### src/rtl/ram_pkg.sv
// Purpose: shared constants, RAM pin encodings and FSM state types for the RAM controller.
// Latency: n/a (types and constants only).
// Backpressure: n/a.
package ram_pkg;

  localparam int RAM_AW    = 3;
  localparam int RAM_DW    = 8;
  localparam int RAM_WORDS = 8;

  // Level on the RAM rws pin.
  localparam logic RWS_READ  = 1'b0;
  localparam logic RWS_WRITE = 1'b1;

  // Controller states.
  typedef enum logic [3:0] {
    ST_IDLE,
    ST_WSET,
    ST_WPUL,
    ST_WHLD,
    ST_RWAIT,
    ST_RCAP,
    ST_RRSP,
    ST_CSET,
    ST_CPUL,
    ST_CHLD
  } ctrl_state_t;

  // Write-strobe timer phases.
  typedef enum logic [1:0] {
    PH_IDLE,
    PH_SET,
    PH_PUL,
    PH_HLD
  } stb_phase_t;

endpackage

### src/rtl/ram_ctrl_if.sv
// Purpose: request/response handshake bundle between a requester and ram_ctrl.
// Latency: n/a (wires only); master = requester side, slave = controller side.
// Backpressure: req_valid/req_ready on requests, rsp_valid/rsp_ready on read data.
interface ram_ctrl_if;
  import ram_pkg::*;

  logic              req_valid;
  logic              req_ready;
  logic              req_we;
  logic [RAM_AW-1:0] req_addr;
  logic [RAM_DW-1:0] req_wdata;
  logic              rsp_valid;
  logic              rsp_ready;
  logic [RAM_DW-1:0] rsp_rdata;

  modport master (
    output req_valid, req_we, req_addr, req_wdata, rsp_ready,
    input  req_ready, rsp_valid, rsp_rdata
  );

  modport slave (
    input  req_valid, req_we, req_addr, req_wdata, rsp_ready,
    output req_ready, rsp_valid, rsp_rdata
  );

endinterface

### src/rtl/ram_strobe_gen.sv
// Purpose: write-strobe timer: one setup cycle, WR_PULSE cycles of rws high, one hold cycle.
// Latency: start -> rws high after 2 edges; phase sequence lasts WR_PULSE+2 cycles.
// Backpressure: none; start is only honoured in PH_IDLE or PH_HLD (back-to-back clear words).
// Ports: clk/rst; start (begin a sequence); rws (registered RAM strobe);
//        pul_last (final pulse cycle); done (hold cycle, sequence ends this cycle).
module ram_strobe_gen
  import ram_pkg::*;
#(
  parameter int WR_PULSE = 2
) (
  input  logic clk,
  input  logic rst,
  input  logic start,
  output logic rws,
  output logic pul_last,
  output logic done
);

  stb_phase_t phase;
  logic [2:0] cnt;

  // rws is a flop of its own so the RAM pin can never glitch.
  always_ff @(posedge clk) begin
    if (rst) begin
      phase <= PH_IDLE;
      rws   <= RWS_READ;
      cnt   <= '0;
    end else begin
      case (phase)
        PH_IDLE: if (start) phase <= PH_SET;
        PH_SET: begin
          phase <= PH_PUL;
          rws   <= RWS_WRITE;
          cnt   <= '0;
        end
        PH_PUL: begin
          if (pul_last) begin
            phase <= PH_HLD;
            rws   <= RWS_READ;
          end else begin
            cnt <= cnt + 3'd1;
          end
        end
        // A new start during hold chains straight into the next setup.
        PH_HLD:  phase <= start ? PH_SET : PH_IDLE;
        default: phase <= PH_IDLE;
      endcase
    end
  end

  assign pul_last = (phase == PH_PUL) && (cnt == 3'(WR_PULSE - 1));
  assign done     = (phase == PH_HLD);

endmodule

### src/rtl/ram_ctrl.sv
// Purpose: initiator-side controller for the 8x8 RAM macro: single reads/writes plus background clear.
// Latency: write accept->IDLE WR_PULSE+2 cycles; read accept->rsp_valid RD_WAIT+1 cycles after the accept edge.
// Backpressure: req_ready only in IDLE without clr_start; read data held until rsp_ready.
// Ports: clk/rst; bus (request/response handshake); clr_start/busy/clr_done (clear control);
//        ram_ins/ram_rws/ram_addr (registered RAM pins); ram_outs (RAM read data).
module ram_ctrl
  import ram_pkg::*;
#(
  parameter int WR_PULSE = 2,
  parameter int RD_WAIT  = 1
) (
  input  logic              clk,
  input  logic              rst,
  ram_ctrl_if.slave         bus,
  input  logic              clr_start,
  output logic              busy,
  output logic              clr_done,
  output logic [RAM_DW-1:0] ram_ins,
  output logic              ram_rws,
  output logic [RAM_AW-1:0] ram_addr,
  input  logic [RAM_DW-1:0] ram_outs
);

  ctrl_state_t       state;
  logic [2:0]        clr_cnt;
  logic [2:0]        rd_cnt;
  logic              rsp_valid_q;
  logic [RAM_DW-1:0] rsp_rdata_q;
  logic              stb_start;
  logic              stb_pul_last;
  logic              stb_done;
  logic              clr_last;

  assign clr_last      = (clr_cnt == 3'(RAM_WORDS - 1));
  // clr_start wins over a request arriving in the same IDLE cycle.
  assign bus.req_ready = (state == ST_IDLE) && !clr_start;
  assign bus.rsp_valid = rsp_valid_q;
  assign bus.rsp_rdata = rsp_rdata_q;
  assign busy          = (state != ST_IDLE);

  // Kick the strobe timer in the same cycle the FSM commits to a write or the next clear word.
  always_comb begin
    stb_start = 1'b0;
    if (state == ST_IDLE)
      stb_start = clr_start || (bus.req_valid && bus.req_we);
    else if (state == ST_CHLD)
      stb_start = !clr_last;
  end

  ram_strobe_gen #(.WR_PULSE(WR_PULSE)) u_stb (
    .clk      (clk),
    .rst      (rst),
    .start    (stb_start),
    .rws      (ram_rws),
    .pul_last (stb_pul_last),
    .done     (stb_done)
  );

  always_ff @(posedge clk) begin
    if (rst) begin
      state       <= ST_IDLE;
      ram_addr    <= '0;
      ram_ins     <= '0;
      clr_cnt     <= '0;
      rd_cnt      <= '0;
      rsp_valid_q <= 1'b0;
      rsp_rdata_q <= '0;
      clr_done    <= 1'b0;
    end else begin
      clr_done <= 1'b0;
      case (state)
        ST_IDLE: begin
          if (clr_start) begin
            clr_cnt  <= '0;
            ram_addr <= '0;
            ram_ins  <= '0;
            state    <= ST_CSET;
          end else if (bus.req_valid) begin
            ram_addr <= bus.req_addr;
            if (bus.req_we) begin
              ram_ins <= bus.req_wdata;
              state   <= ST_WSET;
            end else begin
              rd_cnt <= '0;
              state  <= ST_RWAIT;
            end
          end
        end
        ST_WSET: state <= ST_WPUL;
        ST_WPUL: if (stb_pul_last) state <= ST_WHLD;
        ST_WHLD: if (stb_done) state <= ST_IDLE;
        ST_RWAIT: begin
          if (rd_cnt == 3'(RD_WAIT - 1)) state <= ST_RCAP;
          else rd_cnt <= rd_cnt + 3'd1;
        end
        ST_RCAP: begin
          rsp_rdata_q <= ram_outs;
          rsp_valid_q <= 1'b1;
          state       <= ST_RRSP;
        end
        // rsp_rdata_q is left alone after the handshake.
        ST_RRSP: begin
          if (bus.rsp_ready) begin
            rsp_valid_q <= 1'b0;
            state       <= ST_IDLE;
          end
        end
        ST_CSET: state <= ST_CPUL;
        ST_CPUL: if (stb_pul_last) state <= ST_CHLD;
        ST_CHLD: begin
          if (stb_done) begin
            if (clr_last) begin
              clr_done <= 1'b1;
              state    <= ST_IDLE;
            end else begin
              clr_cnt  <= clr_cnt + 3'd1;
              ram_addr <= clr_cnt + 3'd1;
              state    <= ST_CSET;
            end
          end
        end
        default: state <= ST_IDLE;
      endcase
    end
  end

endmodule

### src/flat_wrapper.sv
// flat-port wrapper written by rule: the top's interface ports become plain ports
module ram_ctrl_flat import ram_pkg::*;
#(
  parameter int WR_PULSE = 2,
  parameter int RD_WAIT  = 1
)
  (clk, rst, clr_start, busy, clr_done, ram_ins, ram_rws, ram_addr, ram_outs, bus_req_valid, bus_req_we, bus_req_addr, bus_req_wdata, bus_rsp_ready, bus_req_ready, bus_rsp_valid, bus_rsp_rdata);
  ram_ctrl_if bus_i ();
  input  logic clk;
  input  logic rst;
  input  logic clr_start;
  output logic busy;
  output logic clr_done;
  output logic [RAM_DW-1:0] ram_ins;
  output logic ram_rws;
  output logic [RAM_AW-1:0] ram_addr;
  input  logic [RAM_DW-1:0] ram_outs;
  input wire logic [$bits(bus_i.req_valid)-1:0] bus_req_valid;
  input wire logic [$bits(bus_i.req_we)-1:0] bus_req_we;
  input wire logic [$bits(bus_i.req_addr)-1:0] bus_req_addr;
  input wire logic [$bits(bus_i.req_wdata)-1:0] bus_req_wdata;
  input wire logic [$bits(bus_i.rsp_ready)-1:0] bus_rsp_ready;
  output wire logic [$bits(bus_i.req_ready)-1:0] bus_req_ready;
  output wire logic [$bits(bus_i.rsp_valid)-1:0] bus_rsp_valid;
  output wire logic [$bits(bus_i.rsp_rdata)-1:0] bus_rsp_rdata;
  assign bus_i.req_valid = bus_req_valid;
  assign bus_i.req_we = bus_req_we;
  assign bus_i.req_addr = bus_req_addr;
  assign bus_i.req_wdata = bus_req_wdata;
  assign bus_i.rsp_ready = bus_rsp_ready;
  assign bus_req_ready = bus_i.req_ready;
  assign bus_rsp_valid = bus_i.rsp_valid;
  assign bus_rsp_rdata = bus_i.rsp_rdata;
  ram_ctrl #(.WR_PULSE(WR_PULSE), .RD_WAIT(RD_WAIT)) u_core (.clk(clk), .rst(rst), .bus(bus_i), .clr_start(clr_start), .busy(busy), .clr_done(clr_done), .ram_ins(ram_ins), .ram_rws(ram_rws), .ram_addr(ram_addr), .ram_outs(ram_outs));
endmodule
### config.mk
export PLATFORM = sky130hd
export DESIGN_NAME = ram_ctrl_flat
export DESIGN_NICKNAME = d
export VERILOG_FILES = /design/src/rtl/ram_pkg.sv /design/src/rtl/ram_ctrl_if.sv /design/src/rtl/ram_strobe_gen.sv /design/src/rtl/ram_ctrl.sv /design/src/flat_wrapper.sv
export SDC_FILE = /design/constraint.sdc
export NUM_CORES = 1
export LEC_CHECK = 0
export ABC_AREA = 1
export BUFFER_PORTS_ARGS = -buffer_cell sky130_fd_sc_hd__clkbuf_2
export CAP_MARGIN = 20
export CORE_UTILIZATION = 35
export CTS_CLUSTER_DIAMETER = 150
export DETAILED_ROUTE_END_ITERATION = 10
export GPL_TIMING_DRIVEN = 0
export SLEW_MARGIN = 20
export SYNTH_ARGS = -nofsm -noshare
export SYNTH_HDL_FRONTEND = slang
export SYNTH_HIERARCHICAL = 1
export SYNTH_SLANG_ARGS = --single-unit
### constraint.sdc
create_clock -name clk -period 2.55 [get_ports clk]
set_clock_uncertainty 0.2 [all_clocks]
set_input_delay 0.255 -clock clk [delete_from_list [all_inputs] [get_ports clk]]
set_output_delay 0.255 -clock clk [all_outputs]
set_load 0.01 [all_outputs]
=== Word level (Yosys, flattened, before mapping) ===
Cells that the tools add are included.

* Bits in registers: 37
* Bits of input ports: 25
* Output and inout bits: 24
* Logic and storage cells: 111

* Add/subtract/negate cells: 3
* Equal/unequal tests: 30
* Muxes and demuxes: 39
* Bitwise logic cells: 2
* Reductions and logical operators: 26

{| class="wikitable"
|+ Operators with widths
! operator !! number
|-
| 4-bit one-hot mux with 10 select lines || 1
|-
| 3-bit two-way mux || 12
|-
| 4-bit two-way mux || 8
|-
| 8-bit two-way mux || 3
|-
| 3-bit one-hot mux with 2 select lines || 4
|-
| 2-bit inequality test, second input constant || 9
|-
| 4-bit by 3-bit equality test with 1-bit output, second input constant || 4
|-
| 2-bit by 1-bit inequality test with 1-bit output, second input constant || 6
|-
| 2-bit nonzero test || 6
|-
| 3-bit by 1-bit adder with 3-bit output, second input constant || 3
|-
| 4-bit by 2-bit equality test with 1-bit output, second input constant || 2
|-
| 4-bit equality test, second input constant || 2
|-
| 2-bit one-hot mux with 4 select lines || 1
|-
| 2-bit AND reduction || 4
|-
| 4-bit AND reduction || 2
|-
| 7-bit AND reduction || 1
|-
| 1-bit two-way mux || 6
|-
| 5-bit AND reduction || 1
|-
| 2-bit equality test, second input constant || 2
|-
| 4-bit by 1-bit equality test with 1-bit output, second input constant || 1
|-
| 4-bit zero test || 1
|-
| 2-bit two-way mux || 2
|-
| 1-bit one-hot mux with 2 select lines || 2
|-
| 4-bit nonzero test || 1
|-
| 12 further kinds || 16
|}

=== Longest topological paths before layout ===
* Depth in word-level cells: 6
* Gate-level depth with buffers: 12
* Gate-level depth less buffers: 12

=== By module ===
The synthesis kept the hierarchy.

{| class="wikitable"
|+ Modules (own cells, without submodules)
! module !! instances !! cells an instance !! area each (um^2)
|-
| ram_ctrl || 1 || 226 || 1606.5
|-
| ram_strobe_gen || 1 || 52 || 386.6
|}

=== Worst setup path after synthesis ===
Ideal clock, no wire load.

* Path kind: reg2reg
* Start: reg u_core.clr_cnt[0]
* End: reg u_core.ram_addr[0]
* Library setup time: 0.114 ns
* Arrival time: 1.348 ns
* Setup slack: 0.888 ns
* Stages on the path, launching flop included: 9
* Path buffers: 0
* Clock period less this slack: 1.662 ns
* Cell sequence: dfxtp_1 > ha_1 > ha_1 > o211ai_1 > clkinv_1 > nor2_4 > nand2_1 > nand2_1 > nor2_2

{| class="wikitable"
|+ RTL lines
! item !! line !! text
|-
| start: declaration || ram_ctrl.sv:25 || <nowiki>logic [2:0] clr_cnt;</nowiki>
|-
| start signal: assignment || ram_ctrl.sv:116 || <nowiki>clr_cnt <= clr_cnt + 3'd1;</nowiki>
|-
| 3-bit equality test || ram_ctrl.sv:34 || <nowiki>assign clr_last = (clr_cnt == 3'(RAM_WORDS - 1));</nowiki>
|-
| via u_core.clr_last || ram_ctrl.sv:32 || <nowiki>logic clr_last;</nowiki>
|-
| 2-bit inequality test (no line) || - ||
|-
| 4-bit AND reduction (no line) || - ||
|-
| end signal: assignment || ram_ctrl.sv:79 || <nowiki>ram_addr <= bus.req_addr;</nowiki>
|-
| end signal: assignment || ram_ctrl.sv:117 || <nowiki>ram_addr <= clr_cnt + 3'd1;</nowiki>
|-
| end: declaration || ram_ctrl.sv:20 || <nowiki>output logic [RAM_AW-1:0] ram_addr,</nowiki>
|}

The timed path passes the listed nets, and every way through them passes these cells. The select of a mux whose other input is x is not followed.
A chain may end at the register's enable or synchronous reset.

=== Worst setup path in the final report ===
* Start: reg u_core.u_stb.phase[0]
* End: reg u_core.state[1]

* Word-level cells in the longest chain between the ends: 4

{| class="wikitable"
|+ RTL lines
! item !! line !! text
|-
| start: declaration || ram_strobe_gen.sv:19 || <nowiki>stb_phase_t phase;</nowiki>
|-
| start signal: assignment || ram_strobe_gen.sv:45 || <nowiki>PH_HLD: phase <= start ? PH_SET : PH_IDLE;</nowiki>
|-
| 2-bit equality test (*) || ram_strobe_gen.sv:51 || <nowiki>assign pul_last = (phase == PH_PUL) && (cnt == 3'(WR_PULSE - 1));</nowiki>
|-
| 1-bit logical AND (*) || ram_strobe_gen.sv:51 ||
|-
| via u_core.stb_pul_last || ram_ctrl.sv:30 || <nowiki>logic stb_pul_last;</nowiki>
|-
| 2-bit by 1-bit inequality test with 1-bit output (no line) || - ||
|-
| 7-bit AND reduction (no line) (*) || - ||
|-
| end signal: assignment || ram_ctrl.sv:61 || <nowiki>state <= ST_IDLE;</nowiki>
|-
| end signal: assignment || ram_ctrl.sv:77 || <nowiki>state <= ST_CSET;</nowiki>
|-
| end signal: assignment || ram_ctrl.sv:82 || <nowiki>state <= ST_WSET;</nowiki>
|-
| end: declaration || ram_ctrl.sv:24 || <nowiki>ctrl_state_t state;</nowiki>
|}

Mark *: on every way through the listed nets, which the timed path passes. The rest lies on a longest branch.

==> flow_metrics.tcl <==
set metrics [dict create \
    syn_avg_cell_area_um2 7.17 \
    slew_viol_final 0 \
    startpoint "u_core/u_stb/phase[0]" \
    synth_area_mm2 0.00199 \
    dr.pass1.iters 4 \
    synth_top_area_cell "dfxtp_1" \
    slew_headroom_pct 65.4 \
    period_needed_ps 1880 \
    fmax_mhz 531 \
    clkLatencyLatePin_ps 290 \
    grt_pass1_vias 1796 \
    cts_hold_buf 0 \
    wl_per_cell_um 11.2 \
    die_area_mm2 0.00600 \
    drcViolationCount 0 \
    hold_depth 3 \
    worst-path-max-fanout 8 \
    max-cap-violations 0 \
    fp.dieH_um 77.5 \
    via_per_inst 4.64 \
    start_util_pct 36.2 \
    num_io_pins 49 \
    powerDensity_mw_per_mm2 1000 \
    status "finished, final reports clean" \
    syn_nets 314 \
    drive_gt1_share_pct 27.5 \
    met3RoutedLength_um 143 \
    grt_antenna_before_repair 0 \
    die_w_um 77.5 \
    endpoint "u_core/state[1]" \
    cts-root-buf "clkbuf_8" \
    wl_met1_mm 2.23 \
    port_buffers 48 \
    final_nets 369 \
    wl_met2_mm 2.12 \
    yosys.area.top_type_share_pct 37.2 \
    period_share_pct 73.8 \
    start_kind "flop" \
    coreArea_mm2 0.00551 \
    drt-total-wl_mm 4.54 \
    vias 1885 \
    clockBufferDepth 2 \
    tritoncts "built" \
    tns_ps 0 \
    grt_setup_unrepaired "false" \
    setup_viol 0 \
    worstPathArrival_ps 1870 \
    ys_seq_area_share_pct 37.2 \
    drt-initial-drc-count 66 \
    final_common_cell "nor2_1" \
    reg2regPathDepth 11 \
    cts_resized 0 \
    cp-end-kind "flop" \
    synthDistinctLibCells 31 \
    clkTransAtPathRegs_ps 80 \
    grt_pass1_wl_mm 8.00 \
    yosysWarnings 6 \
    htreeDepth 2 \
    cts.sinks 37 \
    synthCells 278 \
    cts_setup_buffers 0 \
    hp-class "in -> reg" \
    gr-total-overflow 0 \
    grt_max_degree 12 \
    irDropWorstVdd_uv 380 \
    hold_viol_final 0 \
    gp_congestion 0.814 \
    rr_endpoint "u_core/state[1]" \
    diodes 0 \
    hpwlAfterDp_mm 3.40 \
    cts_made_buffers 5 \
    ys_ff_latch 37 \
    p_leak_nw 1.16 \
    tightest_slew_ps 518 \
    rows 27 \
    top_layer "met4" \
    grtUsageTotal_pct 16.9 \
    required_ps 2540 \
    fin_util_pct 43.7 \
    worst-r2r-setup-slack_ps 670 \
    crit_type "reg -> reg" \
    layout_common_cells "nor2_1 (49), clkbuf_2 (48), nand2_1 (39)" \
    syn2layout_area_growth_pct 20.7 \
    r2r-start "u_core/u_stb/phase[0]" \
    synth.area.top_cells "dfxtp_1 (37%), nor2_1 (9.2%), nand2_1 (7.3%)" \
    antenna_left 0 \
]
registers in the layout, indices dropped and copies added (netlist names):
register and flops:
u_core/rd_cnt 3, u_core/u_stb/phase 2, u_core/clr_done 1, u_core/u_stb/rws 1
u_core/bus.rsp_rdata 8, u_core/ram_ins 8, u_core/clr_cnt 3, u_core/state 4
u_core/bus.rsp_valid 1, u_core/u_stb/cnt 3, u_core/ram_addr 3
final cells by class:
type,instances,area (µm²)
Sequential cell,37,741
Multi-Input combinational cell,200,1070
Tap cell,72,90.1
Timing Repair Buffer,48,240
Clock buffer,6,72.6
Clock inverter,2,10.0
Inverter,35,133
Fill cell,575,3100
Buffer,6,47.5
layer usage:
| metal | track usage, % | vias to the layer above |
|---|---|---|
| met4 | 6.23 | 0 |
| met1 | 21.3 | 837 |
| met2 | 28.0 | 38 |
| li1 | - | 1008 |
| met3 | 3.65 | 2 |
| met5 | 0 | - |
through the flow:
stage | setup WS [ps] | cell area [µm²] | hold WS [ps] | instances | power (W)
2_1_floorplan | 888 | 1990 | 124 | 278 | 0.00171
3_3_place_gp | 591 | 2320 | 252 | 398 | 0.00201
3_5_place_dp | 602 | 2320 | 256 | 398 | 0.00202
4_1_cts | 664 | 2410 | 6.31 | 406 | 0.00243
5_1_grt | 500 | 2410 | 15.6 | 406 | 0.00266
6_report | 668 | 2410 | 10.7 | 406 | 0.00241
synthesized netlist by cell type (all sizes together):
master  count
clkbuf      4
nand2      47
nor3        8
a21boi      1
inv        33
a22oi       2
buf         2
a21oi      25
ha         11
nor2       58
nand3      16
nand3b      1
xnor2       1
o211ai      2
nand4       3
o21ai      24
nor4        1
dfxtp      37
clkinv      2
critical path: stages (launching register included):
cell     delay [ps]
dfxtp_1         350
inv_1           140
ha_1            250
inv_1           100
nor2_1          100
inv_1            60
nand3_1          80
nand2_1          50
nor2_1          120
nand2_2         130
nor2_1          140
nor2_1           50
how the worst min path moves through the flow:
stage,startpoint,endpoint,slack [ps]
6_report,ram_outs[6],u_core/bus.rsp_rdata[6],10
4_1_cts,ram_outs[6],u_core/bus.rsp_rdata[6],6
5_1_grt,ram_outs[6],u_core/bus.rsp_rdata[6],20
3_5_place_dp,u_core/bus.rsp_valid,u_core/bus.rsp_valid,260
3_3_place_gp,u_core/bus.rsp_valid,u_core/bus.rsp_valid,250
2_1_floorplan,rst,u_core/u_stb/cnt[1],120
cell families (layout without fill, tap and decap cells):
family                   after synthesis  count (layout)  synth area share (%)
XOR/XNOR                               1               1                 0.440
AO/OA/AOI/OAI                         54              54                  15.3
AND/OR/NAND/NOR                      134             134                  31.1
buffers and inverters                 41              97                  9.04
adder cells (fa/ha/maj)               11              11                  6.91
flip-flops                            37              37                  37.2
report_power, final:
part           leakage (nW)  switching, W  internal (W)
sequential            0.303      0.000111      0.000731
clock                0.0450      0.000214      0.000190
combinational         0.811      0.000728      0.000434
total                  1.16       0.00105       0.00135
No activity file was read; power rests on OpenSTA's default activity.
